==> src/rtl/cla16_addsub_pipe_pkg.sv <==
// Shared constants, stage-1 bundle and intra-group carry helper
// for the 16-bit pipelined lookahead adder/subtractor.
package cla16_addsub_pipe_pkg;

  localparam int WIDTH   = 16;
  localparam int GROUP   = 4;
  localparam int NGROUPS = 4;

  typedef struct packed {
    logic [WIDTH-1:0]   p;
    logic [WIDTH-1:0]   g;
    logic [NGROUPS-1:0] P;
    logic [NGROUPS-1:0] G;
    logic               c0;
    logic               a_msb;
    logic               b_msb;
  } s1_t;

  // Carries into bits 0..3 of one group, flat sums of products.
  function automatic logic [3:0] grp_carry(
    input logic [3:0] p,
    input logic [3:0] g,
    input logic       ci
  );
    logic [3:0] c;
    c[0] = ci;
    c[1] = g[0] | (p[0] & ci);
    c[2] = g[1] | (p[1] & g[0])
         | (p[1] & p[0] & ci);
    c[3] = g[2] | (p[2] & g[1])
         | (p[2] & p[1] & g[0])
         | (p[2] & p[1] & p[0] & ci);
    return c;
  endfunction

endpackage

==> src/rtl/cla16_addsub_pipe_lookahead_carry_unit.sv <==
// One-level lookahead over four groups: group carries plus
// section P*/G* for cascading into a wider adder.
module lookahead_carry_unit (
  input  logic [3:0] p,
  input  logic [3:0] g,
  input  logic       c0,
  output logic [4:1] c,
  output logic       pstar,
  output logic       gstar
);

  assign c[1] = g[0] | (p[0] & c0);

  assign c[2] = g[1] | (p[1] & g[0])
              | (p[1] & p[0] & c0);

  assign c[3] = g[2] | (p[2] & g[1])
              | (p[2] & p[1] & g[0])
              | (p[2] & p[1] & p[0] & c0);

  assign c[4] = g[3] | (p[3] & g[2])
              | (p[3] & p[2] & g[1])
              | (p[3] & p[2] & p[1] & g[0])
              | (p[3] & p[2] & p[1] & p[0] & c0);

  assign pstar = &p;

  assign gstar = g[3] | (p[3] & g[2])
               | (p[3] & p[2] & g[1])
               | (p[3] & p[2] & p[1] & g[0]);

endmodule

==> src/rtl/cla16_addsub_pipe.sv <==
// Two-stage 16-bit CLA add/sub: stage 1 registers bit and group P/G,
// stage 2 resolves carries and registers result and flags.
module cla16_addsub_pipe
  import cla16_addsub_pipe_pkg::*;
#(
  parameter int WIDTH = 16,
  parameter int GROUP = 4
) (
  input  logic             clk,
  input  logic             rst_n,
  input  logic             in_valid,
  output logic             in_ready,
  input  logic [WIDTH-1:0] a,
  input  logic [WIDTH-1:0] b,
  input  logic             sub,
  output logic             out_valid,
  input  logic             out_ready,
  output logic [WIDTH-1:0] result,
  output logic             cout,
  output logic             ovf,
  output logic             zero
);

  logic s1_valid;
  logic s2_valid;
  logic s1_adv;
  logic s2_adv;

  assign s2_adv    = !s2_valid || out_ready;
  assign s1_adv    = !s1_valid || s2_adv;
  assign in_ready  = s1_adv;
  assign out_valid = s2_valid;

  logic [WIDTH-1:0]   bb;
  logic [WIDTH-1:0]   pb;
  logic [WIDTH-1:0]   gb;
  logic [NGROUPS-1:0] grp_p;
  logic [NGROUPS-1:0] grp_g;

  assign bb = sub ? ~b : b;
  assign pb = a ^ bb;
  assign gb = a & bb;

  for (genvar k = 0; k < NGROUPS; k++) begin : g_pg
    logic [GROUP-1:0] pk;
    logic [GROUP-1:0] gk;
    assign pk = pb[k*GROUP +: GROUP];
    assign gk = gb[k*GROUP +: GROUP];
    assign grp_p[k] = &pk;
    assign grp_g[k] = gk[3]
                    | (pk[3] & gk[2])
                    | (pk[3] & pk[2] & gk[1])
                    | (pk[3] & pk[2] & pk[1] & gk[0]);
  end

  s1_t s1_d;
  s1_t s1_q;

  always_comb begin
    s1_d       = '0;
    s1_d.p     = pb;
    s1_d.g     = gb;
    s1_d.P     = grp_p;
    s1_d.G     = grp_g;
    s1_d.c0    = sub;
    s1_d.a_msb = a[WIDTH-1];
    s1_d.b_msb = bb[WIDTH-1];
  end

  always_ff @(posedge clk or negedge rst_n) begin
    if (!rst_n) begin
      s1_valid <= 1'b0;
      s1_q     <= '0;
    end else if (s1_adv) begin
      s1_valid <= in_valid;
      if (in_valid) s1_q <= s1_d;
    end
  end

  logic [4:1] gc;
  logic       pstar;
  logic       gstar;

  lookahead_carry_unit u_lcu (
    .p     (s1_q.P),
    .g     (s1_q.G),
    .c0    (s1_q.c0),
    .c     (gc),
    .pstar (pstar),
    .gstar (gstar)
  );

  logic [NGROUPS:0] cin;
  logic [WIDTH-1:0] carry;
  logic [WIDTH-1:0] sum;

  assign cin = {gc, s1_q.c0};

  for (genvar k = 0; k < NGROUPS; k++) begin : g_sum
    assign carry[k*GROUP +: GROUP] = grp_carry(
      s1_q.p[k*GROUP +: GROUP],
      s1_q.g[k*GROUP +: GROUP],
      cin[k]
    );
  end

  assign sum = s1_q.p ^ carry;

  // Group MSB generates and section P*/G* only matter when cascaded.
  logic unused_cascade;
  assign unused_cascade = ^{pstar, gstar,
                            s1_q.g[15], s1_q.g[11],
                            s1_q.g[7], s1_q.g[3]};

  always_ff @(posedge clk or negedge rst_n) begin
    if (!rst_n) begin
      s2_valid <= 1'b0;
      result   <= '0;
      cout     <= 1'b0;
      ovf      <= 1'b0;
      zero     <= 1'b0;
    end else if (s2_adv) begin
      s2_valid <= s1_valid;
      if (s1_valid) begin
        result <= sum;
        cout   <= gc[4];
        ovf    <= (s1_q.a_msb == s1_q.b_msb)
               && (sum[WIDTH-1] != s1_q.a_msb);
        zero   <= ~|sum;
      end
    end
  end

endmodule
==> config.mk <==
export PLATFORM = sky130hd
export DESIGN_NAME = cla16_addsub_pipe
export DESIGN_NICKNAME = d
export VERILOG_FILES = /design/src/rtl/cla16_addsub_pipe_pkg.sv /design/src/rtl/cla16_addsub_pipe_lookahead_carry_unit.sv /design/src/rtl/cla16_addsub_pipe.sv
export SDC_FILE = /design/constraint.sdc
export NUM_CORES = 1
export LEC_CHECK = 0
export BUFFER_PORTS_ARGS = -buffer_cell sky130_fd_sc_hd__buf_2
export CAP_MARGIN = 20
export CORE_UTILIZATION = 35
export DETAILED_ROUTE_END_ITERATION = 6
export GPL_TIMING_DRIVEN = 0
export SETUP_SLACK_MARGIN = 0.15
export SLEW_MARGIN = 20
export SYNTH_ARGS = -nofsm -noshare
export SYNTH_HDL_FRONTEND = slang
export SYNTH_SLANG_ARGS = --single-unit
==> constraint.sdc <==
create_clock -name clk -period 2.4 [get_ports clk]
set_clock_uncertainty 0.2 [all_clocks]
set_input_delay 0.48 -clock clk [delete_from_list [all_inputs] [get_ports clk]]
set_output_delay 0.48 -clock clk [all_outputs]
set_load 0.05 [all_outputs]
==> results.md, run 1 <==
* Status: finished, violations left
* Failing checks: setup timing
* FF+latch count, synth at 60
* Sequential fraction of the synthesis area at 48.3%
* Commonest cells in the netlist: dfrtp_1 (60), nand2_1 (37), mux2_2 (35)
* Ys async rst share at 100%
* Root Buffer: clkbuf_8
* Arrival time worst endpoint at 2610 ps
* RSZ-0062 raised after global routing: yes
* Min Tclk post-route at 2530 ps
* Dpl ws at -249 ps
* Finished Layout Cells at 468
* Die width at 96.3 um
* Final Max Slew Viols at 0
* Pin count of the biggest net entering global routing at 61
* Final setup vio count at 1
* CTS H-tree depth at 3
* Required time worst endpoint at 2470 ps
* Total negative slack at -135 ps
* Vias per cell at 5.06
* Post-synth EDFFs at 0
* Top cells by area, synth: dfrtp_1 (48%), mux2_2 (13%), ha_1 (8.0%)
* CP max stage delay at 440 ps
* Drt drc at 0
* Placed cell areas at 3560 um2
* Clk_lat worst skew at 330 ps
* Sw Share at 40.5%
* Final worst slack at -135 ps
* Post-route cell area at 3860 um2
* Diode count at 0
* Comb pwr share at 39.4%
* Post-Syn Area at 3110 um2
* Port buffer count at 56
* Final hold violation count at 0
* Die footprint at 9270 um2
* Initial antenna violation count at 0
* Worst-Margin Slew at 753 ps
* Routed via count at 2368
* Int Pwr at 2.22 mW
* Synth area leader: dfrtp_1
* Detailed Routing Iterations Pass 1 at 4
* Flop pwr share at 39.2%
* Ys Warns at 0
* Clock transition at path regs at 70 ps
* Vias in the first global route at 2300
* Layout cells sized above 1 at 38.9%
* Core Region at 8680 um2
* RR Startpoint: s1_q[4]$_DFFE_PN0P_
* Cells after Synth at 279
* Placed cells at 443
* Slowest stage cell, crit path: or4_4
* Finished Core Util at 44.5%
* Type of the tightest min-delay check: in2async
* Placer congestion estimate at 0.795
* Rows at 34
* Most common cell in the synthesized netlist: dfrtp_1
* Post-DP HPWL at 5.39 mm
* Worst rel slew slack at 49.8%
* Die Span Y at 96.3 um
* Clock power frac at 21.4%
* First-pass GRT wire length at 11.4 mm
* Fin crit share at 106%
* Drt wl/cell at 15.3 um
* Drt initial violations at 130
* Hold_buf cts at 0
* CTS tree: done
* Fmax at 395 MHz
* I/O pin cnt at 58
* Crit Path Max Fanout at 3
* Final #Nets at 412
* Cts bufs inserted at 9
* Hold_ws at 6.47 ps
* Final wirelength at 7.14 mm
* Cell Pwr Density at 969 nW/um2
* Area growth from synthesis to layout at 24.0%
* Initial Util at 35.9%
* Switch Pwr at 1.52 mW
* Crit path cell chain: a21oi_2 -> o21ai_2 -> ha_2 -> or4_4 -> nor3_4 -> o2111ai_2 -> nor4b_2 -> a31o_1
* Global route overflow at 0
* TritonCTS Sinks at 60
* Crit. End Element: flip-flop
* ANT nets after route at 0
* CP startpoint: s1_q[4]$_DFFE_PN0P_
* Worst VDD drop at 409 uV
* Overall power at 3.74 mW
* GRT Resource Usage Total at 16.8%
* Synth top area share at 48.3%
* Mapped Nets at 336
* MaxCap Viol Count at 0
* CP Class: reg2reg
* Avg Inst Size Synth at 11.2 um2
* Static Leakage at 1.84 nW
* CP Launch Type: flip-flop
* Primary FF master, synth: dfrtp_1
* Bufs on Longest Clock Path at 2
* Yosys cell types at 43
worst max-delay path, delay by kind of cell, from the launching register on:
kind                     cells  cell delay (ps)
adder cells (fa/ha/maj)      1              310
flip-flops                   1              430
AND/OR/NAND/NOR              3              930
AO/OA/AOI/OAI                4              610
routing by layer:
layer	track usage, %	vias to the layer above	routed length [um]
met5	0	-	0
met1	21.1	1152	3430
met2	27.9	49	3400
li1	-	1165	-
met4	4.41	0	24
met3	5.21	2	283
registers in the layout, summed over array words and instances, names as in the netlist:
register,count
out_valid,1
s1_q,38
zero,1
ovf,1
result,16
s1_valid,1
carry,1
cout,1
cell type report:
cell class | instances | area (um2)
plain buffers | 9 | 42.5
well taps | 108 | 135
flip-flops and latches | 60 | 1510
clock inverters | 2 | 10.0
inverters | 2 | 7.51
fillers | 854 | 4820
clock buffers | 14 | 163
multi-input cells | 208 | 1650
repair buffers | 65 | 350
timing repair:
item,CTS,global route
buffers inserted,7,2
pin swaps,9,6
endpoints found under the setup margin,1,1
gates resized for setup,11,1
layout by cell type (no fill, tap or decap), drive strengths merged, types with 7 or more instances in the layout:
cell type and instances:
nor2 7, ha 20, a21o 9, buf 69
nand2 37, a21oi 11, xor2 19, dfrtp 60
o21ai 19, clkbuf 19, mux2 35
cells by family after synthesis:
logic type      share of synthesized area, %
simple gates                            11.3
fa+ha+maj                               8.04
flops                                   48.3
xor+xnor                                5.63
buf+inv                                 1.49
compound gates                          12.0
mux                                     13.3
power groups by stage:
stage               registers (mW)  logic, mW  clock network (mW)
floorplan                     1.87      0.585                   0
global route                  1.50       1.60               0.874
CTS                           1.46       1.46               0.826
detailed placement            1.48       1.39                   0
finish                        1.46       1.47               0.801
global placement              1.47       1.37                   0
path summary, 6_finish.rpt:
| check | end | slack [ps] | cells past startpoint |
|---|---|---|---|
| worst min-delay path | s1_q[13]$_DFFE_PN0P_ | 6 | 1 |
| worst max register to register | zero$_DFFE_PN0P_ | -130 | 8 |
| worst min register to register | result[13]$_DFFE_PN0P_ | 270 | 2 |
| worst max-delay path | zero$_DFFE_PN0P_ | -130 | 8 |
| max in group asynchronous | s1_q[8]$_DFFE_PN0P_ | 1440 | 1 |
| min in group clk | s1_valid$_DFFE_PN0N_ | 150 | 2 |
(Power assumes the default switching activity.)
==> run 2, diff against run 1 <==
Settings changed: SYNTH_HIERARCHICAL set to 1.
Clock period 2.4 ns to 2.5 ns, I/O delays scaled along.
==> run 2 against run 1 <==
  * The run still ends with setup timing left
  * Via count shrank 5.5%
  * Non-clock buffer count shrank 3
  * Area after synthesis shrank 1.2%
  * Fmax shrank 6.3%
  * Critical path depth grew 2
  * Total power shrank 2.3%
  * Critical path type unchanged
  * Critical endpoint unchanged
  * Highest routed layer unchanged
==> results.md, run 2 <==
* Post-route cell area at 3770 um2 (was 3860 um2)
* Worst rel slew slack at 49.5% (was 49.8%)
* Worst-Margin Slew at 757 ps (was 753 ps)
* GRT busiest layer: met2 (unchanged)
* Status: finished, violations left (unchanged)
* Vias in the first global route at 2341 (was 2300)
* Final wirelength at 6.83 mm (was 7.14 mm)
* Critical Path Most Common Cell: a21o_1
* Largest Register: s1_q (unchanged)
* Required time worst endpoint at 2560 ps (was 2470 ps)
* Cts bufs inserted at 9 (unchanged)
* Core Region at 8340 um2 (was 8680 um2)
* Arrival time worst endpoint at 2770 ps (was 2610 ps)
* Finished Layout Cells at 448 (was 468)
* Post-DP HPWL at 5.15 mm (was 5.39 mm)
* Crit Path Max Fanout at 2 (was 3)
* Type of the tightest min-delay check: in2async (unchanged)
* Met3 Use GR at 3.55% (was 5.21%)
* Met1 usage in global routing at 22.5% (was 21.1%)
* CP max stage delay at 420 ps (was 440 ps)
* Total negative slack at -205 ps (was -135 ps)
* Final Max Slew Viols at 0 (unchanged)
* Detailed Routing Iterations Pass 1 at 4 (unchanged)
* Dpl ws at -324 ps (was -249 ps)
* Drt drc at 0 (unchanged)
* CP Launch Type: flip-flop (unchanged)
* Routed via count at 2237 (was 2368)
* Slowest stage cell, crit path: a222oi_1 (was or4_4)
* Avg Inst Size Synth at 11.6 um2 (was 11.2 um2)
* Placed cell areas at 3490 um2 (was 3560 um2)
* Finished Core Util at 45.2% (was 44.5%)
* Cells after Synth at 266 (was 279)
* Max reg flops at 38 (unchanged)
* Pin count of the biggest net entering global routing at 61 (unchanged)
* Vias per cell at 4.99 (was 5.06)
* I/O pin cnt at 58 (unchanged)
* Diode count at 0 (unchanged)
* Seq. cell area at 1500 um2 (was 1510 um2)
* MaxCap Viol Count at 0 (unchanged)
* RSZ-0062 raised after global routing: yes (unchanged)
* Bufs on Longest Clock Path at 2 (unchanged)
* Most frequent cells in the layout: buf_2 (59), dfrtp_1 (59), nand2_1 (29), mux2_2 (25), ha_1 (19) (was buf_2 (58), dfrtp_1 (57), nand2_1 (36), mux2_2 (35), xor2_1 (19))
* Crit. End Element: flip-flop (unchanged)
* Placer congestion estimate at 0.736 (was 0.795)
* Hold_ws at 28.9 ps (was 6.47 ps)
* Grt met2 use at 27.1% (was 27.9%)
* Multi-input gate area at 1530 um2 (was 1650 um2)
* Final setup vio count at 1 (unchanged)
* ANT nets after route at 0 (unchanged)
* Crit path cell chain: a21o_1 -> a21oi_2 -> inv_2 -> a21o_1 -> ha_2 -> or3_4 -> a222oi_1 -> o2111a_1 -> nand4b_1 -> o21ai_1 (was a21oi_2 -> o21ai_2 -> ha_2 -> or4_4 -> nor3_4 -> o2111ai_2 -> nor4b_2 -> a31o_1)
* Area growth from synthesis to layout at 22.7% (was 24.0%)
* Layout cells sized above 1 at 34.7% (was 38.9%)
* CP Class: reg2reg (unchanged)
* Final hold violation count at 0 (unchanged)
* CTS H-tree depth at 3 (unchanged)
* Mapped Nets at 323 (was 336)
* CTS tree: done (unchanged)
* Die Span Y at 95.7 um (was 96.3 um)
* Drt wl/cell at 15.2 um (was 15.3 um)
* Global route overflow at 0 (unchanged)
* Root Buffer: clkbuf_8 (unchanged)
* Initial Util at 36.9% (was 35.9%)
* Cell Pwr Density at 969 nW/um2 (about the same)
* Ys Warns at 6 (was 0)
* Min Tclk post-route at 2710 ps (was 2530 ps)
* Clk_lat worst skew at 330 ps (about the same)
* Die footprint at 9160 um2 (was 9270 um2)
* Static Leakage at 1.84 nW (about the same)
* Final-layout fill cell count at 868 (was 854)
* Final #Nets at 395 (was 412)
* Fin crit share at 108% (was 106%)
* Post-Syn Area at 3070 um2 (was 3110 um2)
* Fmax at 370 MHz (was 395 MHz)
* GRT Resource Usage Total at 16.8% (about the same)
* Worst VDD drop at 386 uV (was 409 uV)
* CP delay by family, top: compound AO/OA/AOI/OAI gates (was simple AND/OR/NAND/NOR gates)
* Clock transition at path regs at 70 ps (about the same)
* Drt initial violations at 46 (was 130)
* Placed cells at 427 (was 443)
* Final worst slack at -205 ps (was -135 ps)
* First-pass GRT wire length at 11.4 mm (about the same)
* Top Registers: s1_q (38), result (16) (unchanged)
* Initial antenna violation count at 0 (unchanged)
* Port buffer count at 56 (unchanged)
* Die width at 95.7 um (was 96.3 um)
* Failing checks: setup timing (unchanged)
* Rows at 33 (was 34)
* TritonCTS Sinks at 60 (unchanged)
* Critical path buffers and inverters at 1 (was 0)
* Overall power at 3.65 mW (was 3.74 mW)
-- run 2: layout make-up --
cell class | count | area share, %
buffer | 10 | 1.56
clock buffer | 11 | 3.75
clock inverter | 5 | 1.99
inverter | 3 | 0.299
multi-input combinational | 193 | 40.6
sequential | 60 | 39.8
tap | 105 | 3.48
timing repair buffer | 61 | 8.49
-- run 2: repair_timing --
action,4_1_cts,5_1_grt
hold buffers,0,0
resized for setup,5,2
setup endpoints to repair,6,2
pin swaps,7,7
buffers inserted,3,2
-- run 2: power breakdown --
part | switching [mW] | internal, mW
Combinational | 0.868 | 0.459
Clock | 0.370 | 0.583
Sequential | 0.163 | 1.21
-- run 2: worst reg2reg max path, cell delays in order (launching register included) --
cell,delay (ps)
dfrtp_1,380
a21o_1,210
a21oi_2,180
inv_2,50
a21o_1,200
ha_2,180
or3_4,320
a222oi_1,420
o2111a_1,260
nand4b_1,100
o21ai_1,140
-- run 2: routing by layer --
metal	wire [um]	up-vias
li1	-	1115
met1	3150	1064
met2	3330	49
met3	266	9
met4	80	0
met5	0	-
-- run 2: path summary, 6_finish.rpt --
path / slack [ps] / endpoint / startpoint / cells after the start
min in group clk: 160 / s1_valid$_DFFE_PN0N_ / in_valid / 2
hold reg to reg: 270 / result[1]$_DFFE_PN0P_ / result[1]$_DFFE_PN0P_ / 2
hold / removal: 30 / result[10]$_DFFE_PN0P_ / rst_n / 1
setup / recovery: -210 / zero$_DFFE_PN0P_ / carry[0]$_DFFE_PN0P_ / 10
max in group asynchronous: 1530 / out_valid$_DFFE_PN0P_ / rst_n / 1
setup reg to reg: -210 / zero$_DFFE_PN0P_ / carry[0]$_DFFE_PN0P_ / 10
